==> src/rtl/port_rd_sched.sv <==
// port_rd_sched: egress-port read scheduler choosing which of NQ queues to drain.
// Strict priority (index 0 highest) or weighted round robin with per-queue credits.
// Optional build macro PORT_RD_ANTI_STARVE_EN adds per-queue wait counters that
// force a long-waiting queue through in strict mode.
// rd_prior is registered; the selection for the next cycle is built from the
// current registered credits/pointer, so an update shows up one edge later.
module port_rd_sched #(
    parameter int NQ       = 8,
    parameter int WEIGHT_W = 4,
    parameter int PW       = $clog2(NQ) + 1
) (
    input  logic                   clk,
    input  logic                   rst_n,
    input  logic                   wrr_en,
    input  logic [NQ-1:0]          queue_empty,
    input  logic [NQ*WEIGHT_W-1:0] weights,
    input  logic                   update,
    output logic [PW-1:0]          rd_prior
);

    localparam logic [PW-1:0] NONE = PW'(NQ);
    localparam logic [PW-1:0] LAST = PW'(NQ - 1);

    logic [WEIGHT_W-1:0] credit_q [NQ];
    logic [WEIGHT_W-1:0] credit_d [NQ];
    logic [WEIGHT_W-1:0] cred_eff [NQ];
    logic [PW-1:0]       ptr_q, ptr_d, ptr_eff;
    logic                mode_q, mode_chg;
    logic [NQ-1:0]       eligible, wgt_nz, cand, wtd;
    logic                reload, dec_ok;
    logic [PW-1:0]       strict_sel, prior_d;

    // First set bit of vec searching cyclically from start; NONE if vec is empty.
    // The wrap is an explicit compare so NQ need not be a power of two.
    function automatic logic [PW-1:0] cyc_first(input logic [NQ-1:0] vec,
                                                input logic [PW-1:0] start);
        logic [PW-1:0] idx;
        logic [PW-1:0] res;
        logic          found;
        idx   = start;
        res   = NONE;
        found = 1'b0;
        for (int k = 0; k < NQ; k++) begin
            for (int j = 0; j < NQ; j++) begin
                if (!found && idx == PW'(j) && vec[j]) begin
                    res   = idx;
                    found = 1'b1;
                end
            end
            idx = (idx == LAST) ? '0 : idx + 1'b1;
        end
        return res;
    endfunction

    // Per-queue qualification; a mode change behaves as if credits and pointer were already cleared.
    always_comb begin
        mode_chg = (wrr_en != mode_q);
        ptr_eff  = mode_chg ? '0 : ptr_q;
        eligible = ~queue_empty;
        for (int i = 0; i < NQ; i++) begin
            wgt_nz[i]   = |weights[i*WEIGHT_W +: WEIGHT_W];
            cred_eff[i] = mode_chg ? '0 : credit_q[i];
            cand[i]     = eligible[i] & wgt_nz[i] & (|cred_eff[i]);
        end
        wtd    = eligible & wgt_nz;
        reload = wrr_en && (cand == '0) && (wtd != '0);
    end

`ifdef PORT_RD_ANTI_STARVE_EN
    logic [7:0]    wait_q [NQ];
    logic [7:0]    wait_d [NQ];
    logic [PW-1:0] starve_sel;

    // Wait counters age eligible queues passed over by a strict-mode dequeue.
    always_comb begin
        for (int i = 0; i < NQ; i++) begin
            wait_d[i] = wait_q[i];
            if (wrr_en || !eligible[i]) begin
                wait_d[i] = '0;
            end else if (update && rd_prior != NONE) begin
                if (rd_prior == PW'(i)) begin
                    wait_d[i] = '0;
                end else if (wait_q[i] != 8'hFF) begin
                    wait_d[i] = wait_q[i] + 8'd1;
                end
            end
        end
    end
`endif

    // Next selection: strict lowest index, or cyclic WRR search (reload falls back to weighted queues).
    always_comb begin
        strict_sel = NONE;
        for (int i = NQ - 1; i >= 0; i--) begin
            if (eligible[i]) strict_sel = PW'(i);
        end
`ifdef PORT_RD_ANTI_STARVE_EN
        starve_sel = NONE;
        for (int i = NQ - 1; i >= 0; i--) begin
            if (eligible[i] && wait_q[i] == 8'hFF) starve_sel = PW'(i);
        end
        if (starve_sel != NONE) strict_sel = starve_sel;
`endif
        if (!wrr_en)       prior_d = strict_sel;
        else if (|cand)    prior_d = cyc_first(cand, ptr_eff);
        else               prior_d = cyc_first(wtd, ptr_eff);
    end

    // Credit reload first, then the dequeue charge against the queue currently shown.
    always_comb begin
        ptr_d  = ptr_eff;
        dec_ok = wrr_en && update && !mode_chg && (rd_prior != NONE);
        for (int i = 0; i < NQ; i++) begin
            credit_d[i] = reload ? weights[i*WEIGHT_W +: WEIGHT_W] : cred_eff[i];
            if (dec_ok && rd_prior == PW'(i) && credit_d[i] != '0) begin
                credit_d[i] = credit_d[i] - 1'b1;
                if (credit_d[i] == '0) ptr_d = (rd_prior == LAST) ? '0 : rd_prior + 1'b1;
            end
        end
    end

    // State registers with synchronous active-low reset.
    always_ff @(posedge clk) begin
        if (!rst_n) begin
            rd_prior <= NONE;
            ptr_q    <= '0;
            mode_q   <= 1'b0;
            for (int i = 0; i < NQ; i++) credit_q[i] <= '0;
`ifdef PORT_RD_ANTI_STARVE_EN
            for (int i = 0; i < NQ; i++) wait_q[i] <= '0;
`endif
        end else begin
            rd_prior <= prior_d;
            ptr_q    <= ptr_d;
            mode_q   <= wrr_en;
            for (int i = 0; i < NQ; i++) credit_q[i] <= credit_d[i];
`ifdef PORT_RD_ANTI_STARVE_EN
            for (int i = 0; i < NQ; i++) wait_q[i] <= wait_d[i];
`endif
        end
    end

endmodule

==> config.mk <==
export PLATFORM = sky130hd
export DESIGN_NAME = port_rd_sched
export DESIGN_NICKNAME = d
export VERILOG_FILES = /design/src/rtl/port_rd_sched.sv
export SDC_FILE = /design/constraint.sdc
export NUM_CORES = 1
export LEC_CHECK = 0
export BUFFER_PORTS_ARGS = -buffer_cell sky130_fd_sc_hd__buf_2
export CAP_MARGIN = 10
export CORE_ASPECT_RATIO = 2
export CORE_MARGIN = 2
export CORE_UTILIZATION = 30
export CTS_CLUSTER_SIZE = 20
export DETAILED_ROUTE_END_ITERATION = 8
export PLACE_DENSITY = 0.52
export SETUP_SLACK_MARGIN = 0.02
export SLEW_MARGIN = 30
export SYNTH_ARGS = -nofsm -noshare
export SYNTH_HDL_FRONTEND = slang
export SYNTH_SLANG_ARGS = --single-unit
==> constraint.sdc <==
create_clock -name clk -period 6.35 [get_ports clk]
set_input_delay 1.27 -clock clk [delete_from_list [all_inputs] [get_ports clk]]
set_output_delay 1.27 -clock clk [all_outputs]
set_load 0.01 [all_outputs]
==> flow_metrics.env <==
export IMPL_setup_viol=0
export IMPL_wl_um=27390
export IMPL_clock_path_buffers=2
export IMPL_synthTopCellsByArea="dfxtp_1, ha_1, nand2_1, nor2_1, a21oi_1"
export IMPL_yosys_register_bits=41
export IMPL_wl_per_cell_um=24.30
export IMPL_worst_path_buf_inv=2
export IMPL_first_global_vias=7042
export IMPL_drtIter0Drc=390
export IMPL_grt_antenna_before_repair=0
export IMPL_yosysUniqueCellTypes=90
export IMPL_max_freq_mhz=175.6
export IMPL_finalClockSkew_ps=8.414
export IMPL_crit_path_cell_trace="buf_2 -> xor2_2 -> buf_4 -> nor4_1 -> or4_4 -> or3_1 -> and3_1 -> a21oi_1 -> ha_1 -> mux4_2 -> and3_1 -> a311o_1 -> a2111oi_2 -> nand2_1 -> mux2i_1"
export IMPL_cts_tree="done"
export IMPL_synth_top_family_by_area="simple AND/OR/NAND/NOR gates"
export IMPL_power_density_mw_per_mm2=178.8
export IMPL_total_leakage_power_uw=0.002752
export IMPL_p_total_uw=1206
export IMPL_max_slew_margin_rel=0.3060
export IMPL_grtUsageTotal=0.2744
export IMPL_clock_latency_ps=310
export IMPL_worstSetupPathType="primary input to flip-flop"
export IMPL_grt_ovfl_total=0
export IMPL_grt_setup_unrepaired="false"
export IMPL_io_buffers=47
export IMPL_critPathRequiredTime_ps=6530
export IMPL_worstMarginPinSlew_ps=1031
export IMPL_firstDrtPassIters=5
export IMPL_pre_cts_ws_ps=427.0
export IMPL_htreeDepth=2
export IMPL_avgViaCountPerCell=6.125
export IMPL_cts_setup_buffers=0
export IMPL_die_h_um=199.2
export IMPL_maxCapViolCount=0
export IMPL_synth_edf_count=0
export IMPL_critPathSlowestCell="xor2_2"
export IMPL_crit_path_max_fanout=18
export IMPL_syn_instance_count=794
export IMPL_fin_util=0.3598
export IMPL_cpMostUsedCell="and3_1"
export IMPL_synthMuxAreaShare=0.04530
export IMPL_drc=0
export IMPL_synthAdderAreaFrac=0.07440
export IMPL_grt_pass1_wl_um=40980
export IMPL_fin_setup_tns_ps=0
export IMPL_fin_crit_ps=5695
export IMPL_end_kind="flip-flop"
export IMPL_rows=71
export IMPL_hold_viol=0
export IMPL_root_buffer="clkbuf_16"
export IMPL_nets=949
export IMPL_core_area_mm2=0.01874
export IMPL_fp_dieW_um=101.6
export IMPL_synthSimpleGateAreaFrac=0.3247
export IMPL_synth_xor_area_frac=0.05952
export IMPL_critical_path_top_delay_family="simple AND/OR/NAND/NOR gates"
export IMPL_clk_pin_slew_worst_paths_ps=60
export IMPL_synth_top_area_frac=0.1435
export IMPL_hold_class="flip-flop to flip-flop"
export IMPL_synth_top_cells_by_count="nand2_1, nor2_1, a21oi_1"
export IMPL_die_area_mm2=0.02025
export IMPL_syn_to_final_growth_pct=17.94
export IMPL_n_antenna_cell=0
export IMPL_ctsHoldBuffers=0
export IMPL_whs_ps=600.7
export IMPL_synth_compound_area_frac=0.2926
export IMPL_status="complete, no violations"
export IMPL_ant_nets=0
export IMPL_hpwl_um=22140
export IMPL_ys_flop_type="dfxtp_1"
export IMPL_vdd_drop_max_uv=177.4
export IMPL_avgSynthCellArea_um2=7.201
export IMPL_slew_violations=0
export IMPL_yosysTopAreaCell="dfxtp_1"
export IMPL_synth_seq_area_share=0.1435
export IMPL_layout_drive_gt1_share=0.1823
export IMPL_cts_resized_gates=0
export IMPL_post_route_period_util=0.8968
export IMPL_yosysWarnings=0
export IMPL_cts_sinks=41
export IMPL_synth_fp_nets=872
export IMPL_grt_max_degree=29
export IMPL_syn_area_mm2=0.005718
export IMPL_numCtsBuffers=5
export IMPL_vias=6903
export IMPL_start_util=0.3051
export IMPL_critPathLaunchType="primary input"
export IMPL_ys_async_sr_fraction=0
export IMPL_crit_arrival_ps=5870
export IMPL_io_pin_count=48
export IMPL_cpPeakStageDelay_ps=550
export IMPL_globalplace_congestion=1.028
export IMPL_yosysMostFrequentCell="nand2_1"
export IMPL_fin_ws_ps=655.3
registers in the layout (all words and copies together), names as in the netlist:
signal    cells
credit_q     32
mode_q        1
ptr_q         4
rd_prior      4
worst paths after layout:
path             from       end  slack [ps]  depth (start not counted)
min reg2reg  ptr_q[3]  ptr_q[3]         600                          2
min          ptr_q[3]  ptr_q[3]         600                          2
max reg2reg    mode_q  ptr_q[0]        1430                         14
max            wrr_en  ptr_q[0]         660                         15
area by class of cell:
| type | count | area [um2] |
|---|---|---|
| Clock inverter | 2 | 10.01 |
| Fill cell | 2058 | 12000 |
| Clock buffer | 6 | 128.9 |
| Tap cell | 255 | 319.1 |
| Inverter | 39 | 146.4 |
| Multi-Input combinational cell | 669 | 4573 |
| Timing Repair Buffer | 115 | 745.7 |
| Sequential cell | 41 | 820.8 |
where the power goes:
| group | total, uW | switching [uW] | internal (uW) |
|---|---|---|---|
| sequential | 313 | 28.1 | 285 |
| clock | 262 | 117 | 145 |
| combinational | 631 | 391 | 240 |
tightest hold or removal path, stage by stage (launching register included):
cell and delay, ps:
dfxtp_1 390, nand3_1 110, mux2i_1 60
metrics by stage:
step	area, um2	instances
6_report	6744	1127
5_1_grt	6744	1127
3_3_place_gp	6600	1119
3_5_place_dp	6605	1119
2_1_floorplan	5719	794
4_1_cts	6744	1127
kinds of logic after synthesis:
logic type      count (synthesis)
xor+xnor                       38
buf+inv                        84
mux                            21
fa+ha+maj                      34
simple gates                  348
flops                          41
compound gates                228
routing by layer:
metal,wire length (um),GRT usage,part of all wire,up-vias
li1,-,-,-,3162
met3,1116,0.03498,0.041,138
met2,15170,0.5268,0.55,308
met4,2877,0.2548,0.11,0
met5,0,0,0,-
met1,8224,0.2298,0.30,3295
layout by cell type (no fill, tap or decap), types with 24 or more instances in the layout:
cell type and count:
a21oi_1 45, and3_1 26, buf_2 47, buf_4 68, dfxtp_1 41, ha_1 34, inv_1 35, nand2_1 78
nor2_1 73, nor3_1 28, xnor2_1 24
Note: power is estimated with default switching activity, not from simulation.
